[config.mk]
export PLATFORM = sky130hd
export DESIGN_NAME = bure_ex_ctrl
export DESIGN_NICKNAME = d
export VERILOG_FILES = /design/src/rtl/bure_ex_pkg.sv /design/src/rtl/bure_ex_fwd.sv /design/src/rtl/bure_ex_ctrl.sv
export SDC_FILE = /design/constraint.sdc
export NUM_CORES = 1
export LEC_CHECK = 0
export ABC_AREA = 1
export BUFFER_PORTS_ARGS = -buffer_cell sky130_fd_sc_hd__buf_4
export CORE_AREA = 2 2 175 177
export CTS_BUF_LIST = sky130_fd_sc_hd__clkbuf_4 sky130_fd_sc_hd__clkbuf_8 sky130_fd_sc_hd__clkbuf_16
export DETAILED_ROUTE_END_ITERATION = 8
export DIE_AREA = 0 0 177 179
export GPL_TIMING_DRIVEN = 0
export PLACE_DENSITY_LB_ADDON = 0.08
export SYNTH_ARGS = -nofsm -noshare
export SYNTH_HDL_FRONTEND = slang
export SYNTH_HIERARCHICAL = 1
export SYNTH_SLANG_ARGS = --single-unit
[constraint.sdc]
create_clock -name i_clk -period 2.3 [get_ports i_clk]
set_clock_uncertainty 0.05 [all_clocks]
set_input_delay 0 -clock i_clk [delete_from_list [all_inputs] [get_ports i_clk]]
set_output_delay 0 -clock i_clk [all_outputs]
set_load 0.02 [all_outputs]
[src/rtl/bure_ex_pkg.sv]
// Shared types and constants for the bure execute-stage controller.
package bure_ex_pkg;

    localparam int unsigned REG_ADDR_W = 5;
    localparam int unsigned FUNCT3_W   = 3;
    localparam int unsigned FUNCT7_W   = 7;

    localparam logic [FUNCT3_W-1:0] FUNCT3_SR = 3'b101;

    typedef enum logic [1:0] {
        IDLE,
        EXEC,
        MD_WAIT,
        OUT
    } ex_state_e;

    typedef enum logic [1:0] {
        FWD_RF,
        FWD_MEM,
        FWD_WB,
        FWD_ZERO
    } fwd_sel_e;

    // Immediate forms carry no funct7, except shift-right which uses it for arith/logical.
    function automatic logic [FUNCT7_W-1:0] op_funct7(
        input logic                use_imm,
        input logic [FUNCT3_W-1:0] funct3,
        input logic [FUNCT7_W-1:0] funct7
    );
        if (use_imm && (funct3 != FUNCT3_SR)) begin
            return '0;
        end
        return funct7;
    endfunction

endpackage

[src/rtl/bure_ex_fwd.sv]
// Per-operand forwarding mux: MEM over WB over register file; index 0 reads zero.
module bure_ex_fwd
    import bure_ex_pkg::*;
#(
    parameter int unsigned DATA_WIDTH = 32
) (
    input  logic [REG_ADDR_W-1:0] addr_i,
    input  logic [DATA_WIDTH-1:0] rf_data_i,
    input  logic                  mem_vld_i,
    input  logic [REG_ADDR_W-1:0] mem_rd_i,
    input  logic [DATA_WIDTH-1:0] mem_data_i,
    input  logic                  wb_vld_i,
    input  logic [REG_ADDR_W-1:0] wb_rd_i,
    input  logic [DATA_WIDTH-1:0] wb_data_i,
    output logic [DATA_WIDTH-1:0] data_o,
    output fwd_sel_e              sel_o
);

    always_comb begin
        sel_o  = FWD_RF;
        data_o = rf_data_i;
        if (addr_i == '0) begin
            sel_o  = FWD_ZERO;
            data_o = '0;
        end else if (mem_vld_i && (mem_rd_i == addr_i)) begin
            sel_o  = FWD_MEM;
            data_o = mem_data_i;
        end else if (wb_vld_i && (wb_rd_i == addr_i)) begin
            sel_o  = FWD_WB;
            data_o = wb_data_i;
        end
    end

endmodule

[src/rtl/bure_ex_ctrl.sv]
// Execute-stage sequencer: accepts decoded ops, drives the ALU or muldiv unit,
// and hands one result per op to MEM with a valid/ready handshake.
module bure_ex_ctrl
    import bure_ex_pkg::*;
#(
    parameter int unsigned DATA_WIDTH = 32,
    parameter int unsigned MD_TIMEOUT = 64
) (
    input  logic                  i_clk,
    input  logic                  i_rst,
    input  logic                  i_decode_valid,
    output logic                  o_decode_ready,
    input  logic [FUNCT3_W-1:0]   i_op_funct3,
    input  logic [FUNCT7_W-1:0]   i_op_funct7,
    input  logic                  i_op_is_md,
    input  logic                  i_op_use_imm,
    input  logic [DATA_WIDTH-1:0] i_imm,
    input  logic [REG_ADDR_W-1:0] i_rs1_addr,
    input  logic [REG_ADDR_W-1:0] i_rs2_addr,
    input  logic [REG_ADDR_W-1:0] i_rd_addr,
    input  logic [DATA_WIDTH-1:0] i_rs1_data,
    input  logic [DATA_WIDTH-1:0] i_rs2_data,
    input  logic                  i_mem_fwd_vld,
    input  logic [REG_ADDR_W-1:0] i_mem_fwd_rd,
    input  logic [DATA_WIDTH-1:0] i_mem_fwd_data,
    input  logic                  i_wb_fwd_vld,
    input  logic [REG_ADDR_W-1:0] i_wb_fwd_rd,
    input  logic [DATA_WIDTH-1:0] i_wb_fwd_data,
    output logic [FUNCT3_W-1:0]   o_alu_funct3,
    output logic [FUNCT7_W-1:0]   o_alu_funct7,
    output logic [DATA_WIDTH-1:0] o_alu_lhs,
    output logic [DATA_WIDTH-1:0] o_alu_rhs,
    input  logic [DATA_WIDTH-1:0] i_alu_data,
    output logic                  o_md_start,
    output logic                  o_md_abort,
    output logic [FUNCT3_W-1:0]   o_md_funct3,
    output logic [DATA_WIDTH-1:0] o_md_lhs,
    output logic [DATA_WIDTH-1:0] o_md_rhs,
    input  logic                  i_md_done,
    input  logic [DATA_WIDTH-1:0] i_md_data,
    input  logic                  i_flush,
    output logic                  o_ex_valid,
    input  logic                  i_ex_ready,
    output logic [DATA_WIDTH-1:0] o_ex_data,
    output logic [REG_ADDR_W-1:0] o_ex_rd,
    output logic                  o_ex_err,
    output logic                  o_busy
);

    localparam int unsigned     CNT_W    = $clog2(MD_TIMEOUT);
    localparam logic [CNT_W-1:0] CNT_LAST = CNT_W'(MD_TIMEOUT - 1);

    ex_state_e               state_q;
    logic [CNT_W-1:0]        cnt_q;
    logic [REG_ADDR_W-1:0]   op_rd_q;
    logic [FUNCT3_W-1:0]     alu_funct3_q;
    logic [FUNCT7_W-1:0]     alu_funct7_q;
    logic [DATA_WIDTH-1:0]   alu_lhs_q;
    logic [DATA_WIDTH-1:0]   alu_rhs_q;
    logic                    md_start_q;
    logic                    md_abort_q;
    logic [FUNCT3_W-1:0]     md_funct3_q;
    logic [DATA_WIDTH-1:0]   md_lhs_q;
    logic [DATA_WIDTH-1:0]   md_rhs_q;
    logic                    ex_valid_q;
    logic [DATA_WIDTH-1:0]   ex_data_q;
    logic [REG_ADDR_W-1:0]   ex_rd_q;
    logic                    ex_err_q;

    logic [DATA_WIDTH-1:0]   rs1_fwd;
    logic [DATA_WIDTH-1:0]   rs2_fwd;
    fwd_sel_e                rs1_sel;
    fwd_sel_e                rs2_sel;
    logic [DATA_WIDTH-1:0]   rhs_c;
    logic                    accept_c;

    bure_ex_fwd #(.DATA_WIDTH(DATA_WIDTH)) u_fwd_rs1 (
        .addr_i     (i_rs1_addr),
        .rf_data_i  (i_rs1_data),
        .mem_vld_i  (i_mem_fwd_vld),
        .mem_rd_i   (i_mem_fwd_rd),
        .mem_data_i (i_mem_fwd_data),
        .wb_vld_i   (i_wb_fwd_vld),
        .wb_rd_i    (i_wb_fwd_rd),
        .wb_data_i  (i_wb_fwd_data),
        .data_o     (rs1_fwd),
        .sel_o      (rs1_sel)
    );

    bure_ex_fwd #(.DATA_WIDTH(DATA_WIDTH)) u_fwd_rs2 (
        .addr_i     (i_rs2_addr),
        .rf_data_i  (i_rs2_data),
        .mem_vld_i  (i_mem_fwd_vld),
        .mem_rd_i   (i_mem_fwd_rd),
        .mem_data_i (i_mem_fwd_data),
        .wb_vld_i   (i_wb_fwd_vld),
        .wb_rd_i    (i_wb_fwd_rd),
        .wb_data_i  (i_wb_fwd_data),
        .data_o     (rs2_fwd),
        .sel_o      (rs2_sel)
    );

    // A new op enters only when the stage is empty or its result leaves this cycle.
    assign o_decode_ready = !i_rst && !i_flush &&
                            ((state_q == IDLE) || ((state_q == OUT) && i_ex_ready));
    assign accept_c       = o_decode_ready && i_decode_valid;
    assign rhs_c          = i_op_use_imm ? i_imm : rs2_fwd;

    always_ff @(posedge i_clk) begin
        if (i_rst) begin
            state_q      <= IDLE;
            cnt_q        <= '0;
            op_rd_q      <= '0;
            alu_funct3_q <= '0;
            alu_funct7_q <= '0;
            alu_lhs_q    <= '0;
            alu_rhs_q    <= '0;
            md_start_q   <= 1'b0;
            md_abort_q   <= 1'b0;
            md_funct3_q  <= '0;
            md_lhs_q     <= '0;
            md_rhs_q     <= '0;
            ex_valid_q   <= 1'b0;
            ex_data_q    <= '0;
            ex_rd_q      <= '0;
            ex_err_q     <= 1'b0;
        end else begin
            md_start_q <= 1'b0;
            md_abort_q <= 1'b0;
            if (i_flush) begin
                state_q    <= IDLE;
                cnt_q      <= '0;
                ex_valid_q <= 1'b0;
                ex_err_q   <= 1'b0;
                md_abort_q <= (state_q == MD_WAIT);
            end else if (accept_c) begin
                op_rd_q    <= i_rd_addr;
                cnt_q      <= '0;
                ex_valid_q <= 1'b0;
                ex_err_q   <= 1'b0;
                if (i_op_is_md) begin
                    md_funct3_q <= i_op_funct3;
                    md_lhs_q    <= rs1_fwd;
                    md_rhs_q    <= rhs_c;
                    md_start_q  <= 1'b1;
                    state_q     <= MD_WAIT;
                end else begin
                    alu_funct3_q <= i_op_funct3;
                    alu_funct7_q <= op_funct7(i_op_use_imm, i_op_funct3, i_op_funct7);
                    alu_lhs_q    <= rs1_fwd;
                    alu_rhs_q    <= rhs_c;
                    state_q      <= EXEC;
                end
            end else begin
                case (state_q)
                    EXEC: begin
                        ex_data_q  <= i_alu_data;
                        ex_rd_q    <= op_rd_q;
                        ex_err_q   <= 1'b0;
                        ex_valid_q <= 1'b1;
                        state_q    <= OUT;
                    end
                    MD_WAIT: begin
                        // Done takes priority over a timeout landing in the same cycle.
                        if (i_md_done) begin
                            ex_data_q  <= i_md_data;
                            ex_rd_q    <= op_rd_q;
                            ex_err_q   <= 1'b0;
                            ex_valid_q <= 1'b1;
                            cnt_q      <= '0;
                            state_q    <= OUT;
                        end else if (cnt_q == CNT_LAST) begin
                            ex_data_q  <= '0;
                            ex_rd_q    <= op_rd_q;
                            ex_err_q   <= 1'b1;
                            ex_valid_q <= 1'b1;
                            md_abort_q <= 1'b1;
                            cnt_q      <= '0;
                            state_q    <= OUT;
                        end else begin
                            cnt_q <= cnt_q + 1'b1;
                        end
                    end
                    OUT: begin
                        if (i_ex_ready) begin
                            ex_valid_q <= 1'b0;
                            ex_err_q   <= 1'b0;
                            state_q    <= IDLE;
                        end
                    end
                    default: begin
                    end
                endcase
            end
        end
    end

    // Register index 0 must always read as zero, whatever the taps hold.
    always_ff @(posedge i_clk) begin
        if (!i_rst && accept_c) begin
            assert ((rs1_sel != FWD_ZERO) || (rs1_fwd == '0));
            assert ((rs2_sel != FWD_ZERO) || (rs2_fwd == '0));
        end
    end

    assign o_alu_funct3 = alu_funct3_q;
    assign o_alu_funct7 = alu_funct7_q;
    assign o_alu_lhs    = alu_lhs_q;
    assign o_alu_rhs    = alu_rhs_q;
    assign o_md_start   = md_start_q;
    assign o_md_abort   = md_abort_q;
    assign o_md_funct3  = md_funct3_q;
    assign o_md_lhs     = md_lhs_q;
    assign o_md_rhs     = md_rhs_q;
    assign o_ex_valid   = ex_valid_q;
    assign o_ex_data    = ex_data_q;
    assign o_ex_rd      = ex_rd_q;
    assign o_ex_err     = ex_err_q;
    assign o_busy       = (state_q != IDLE);

endmodule

==> summary.md <==
| Metric | Value |
|---|---|
| Outcome | finished clean |
| Leakage | 0.00819 µW |
| Die height | 179 µm |
| Rows | 64 |
| DR vias | about 13k |
| Starting density of the core | a little over a third |
| RSZ-0062 raised after global routing | false |
| YS warnings | 6 |
| DRC violations left | 0 |
| Worst setup EP type | flop |
| Rel. slew slack | a little over half |
| Worst-Margin Slew | 0.701 ns |
| Io pins | approximately 450 |
| DR WL/cell | about 19 µm |
| Vias in the first global route | around 13k |
| Total power | between 8000 and 9000 µW |
| Post-Syn Area | around 11000 µm² |
| Final GP Congestion | ~0.92 |
| Die ar. | about 32000 µm² |
| Core ar. | 30000 µm² |
| CTS buffer count | 17 |
| Clock Latency Late Sink | roughly 0.43 ns |
| Synthesized area per cell | approximately 6.4 µm² |
| Die W | ~180 µm |
| CP Launch Type | flop |
| Area growth syn-to-layout | 54.5% |
| Clock Root Buffer | clkbuf_16 |
| Max VDD drop | ~0.41 mV |
| Max clock buf depth | 2 |
| Grt total ovfl | 0 |
| Setup tns final | 0 ns |
| Net count reported at finish | ~2.6k |
| Layout cells sized above 1 | between 20% and 30% |
| Htree depth | 4 |
| Fmax | between 400 and 500 MHz |
| Final min period | around 2.2 ns |
| Syn Nets | between 1.5k and 2k |
| CP Max Fanout | 10 |
| Layout Cells excl Fill | between 2k and 3k |
| Pin count of the biggest net entering global routing | 19 |
| Hold Crit Class | input port to flop |
| Post-DRT Antenna Nets | 0 |
| Gr usage total | just over 30% |
| Final setup vio count | 0 |
| Via/cell ratio | 4.84 |
| Worst setup margin | between 0.1 and 0.15 ns |
| Total Wirelength | between 40 and 50 mm |
| Reg clk slew, reported paths | approximately 0.08 ns |
| Crit path kind | flop to flop |
| Final Cell Area | between 15000 and 20000 µm² |
| Final Hold Viols | 0 |
| CTS tree | yes |
| PD cells | between 500 and 600 nW/µm² |
| Buffers on Ports | 449 |
| Max-cap violations | 0 |
| Worst EP arrival | 2.48 ns |
| Synth Instances | around 1.7k |
| Clk sinks | 195 |
| Dpl hpwl | around 40 mm |
| Dpl cells | between 2k and 3k |
| Data required, critical path | about 2.6 ns |
| Fin. max-slew vios | 0 |
| Final Cycle Share | a little over nine tenths |
| Iter 0 DRT Violations | ~700 |
| Initial antenna violation count | 3 |
| Total iterations of the first detailed-routing run | 5 |
| Place WS | just under 0.06 ns |
| First-pass GRT wire length | 72.7 mm |
| Placed Area | between 10000 and 15000 µm² |
placed cells by master, fill, tap and decap left out, types with 25 or more instances in the layout:
| cell type | n |
|---|---|
| a21oi_1 | 113 |
| buf_2 | 33 |
| buf_4 | 459 |
| buf_6 | 25 |
| clkbuf_1 | 34 |
| dfxtp_1 | 195 |
| dlygate4sd3_1 | 131 |
| inv_1 | 46 |
| nand2_1 | 767 |
| nand2_2 | 26 |
| nand3_1 | 47 |
| nand3b_1 | 33 |
| nand4_1 | 66 |
| nor2_1 | 134 |
| nor2_2 | 30 |
| o21ai_0 | 51 |
what timing repair did:
item | 4_1_cts | 5_1_grt
endpoints found under the hold margin | 174 | 0
setup buffers | 0 | 2
setup endpoints to repair | 0 | 94
hold buffers | 131 | 0
resized for setup | 0 | 22
worst max-delay path: stages, from the launching register on:
cell,delay (ns)
dfxtp_1,0.36
inv_1,0.07
ha_1,0.20
clkbuf_4,0.19
inv_1,0.09
buf_4,0.19
nand2_1,0.07
nand2_1,0.06
dlygate4sd3_1,0.54
nand3b_1,0.10
nand2_1,0.06
nor2_2,0.10
final cells by class:
cell class	instances	area, µm²
flip-flops and latches	195	3900
plain buffers	115	739
multi-input cells	1306	5880
well taps	396	495
clock buffers	20	454
repair buffers	582	4710
fillers	3028	13500
clock inverters	12	136
inverters	63	236
diodes	2	5.00
metal layers:
metal,share of wire (%),GRT usage (%),vias to the layer above,wire length (µm)
met5,0.026,0,-,13
met4,3.2,9.88,2,1580
met3,8.4,8.35,79,4170
met2,49,54.9,480,24400
met1,40,34.5,5947,19800
li1,-,-,6524,-
metrics by stage:
step	util [%]	hold WS (ns)
2_1_floorplan	-	0.0849
3_3_place_gp	48.6	0.198
3_5_place_dp	48.6	0.205
4_1_cts	54.9	0.00153
5_1_grt	55.1	0.0304
6_report	55.1	0.00570
sequential cells by signal, summed over array words and instances (netlist names), 3 cells and up:
register and flops:
o_alu_funct7 7, o_ex_rd 5, cnt_q 6, o_ex_data 32
o_alu_rhs 32, o_md_rhs 32, o_alu_funct3 3, o_alu_lhs 32
o_md_lhs 32, o_md_funct3 3, op_rd_q 5
path summary, 6_finish.rpt:
check,slack (ns),to,cells past startpoint,start
hold / removal,0.006,o_ex_data[14],6,i_alu_data[14]
setup reg to reg,0.14,o_ex_data[1],11,state_q[0]
hold reg to reg,0.41,o_alu_rhs[20],2,o_alu_rhs[20]
setup / recovery,0.14,o_ex_data[1],11,state_q[0]
where the power goes:
part           internal, µW  leakage, µW  switching [µW]
combinational           912      0.00632            1160
clock                  1590     0.000291            1450
sequential             3490      0.00158            65.4
total                  5990      0.00819            2670
Note: power is estimated with default switching activity, not from simulation.
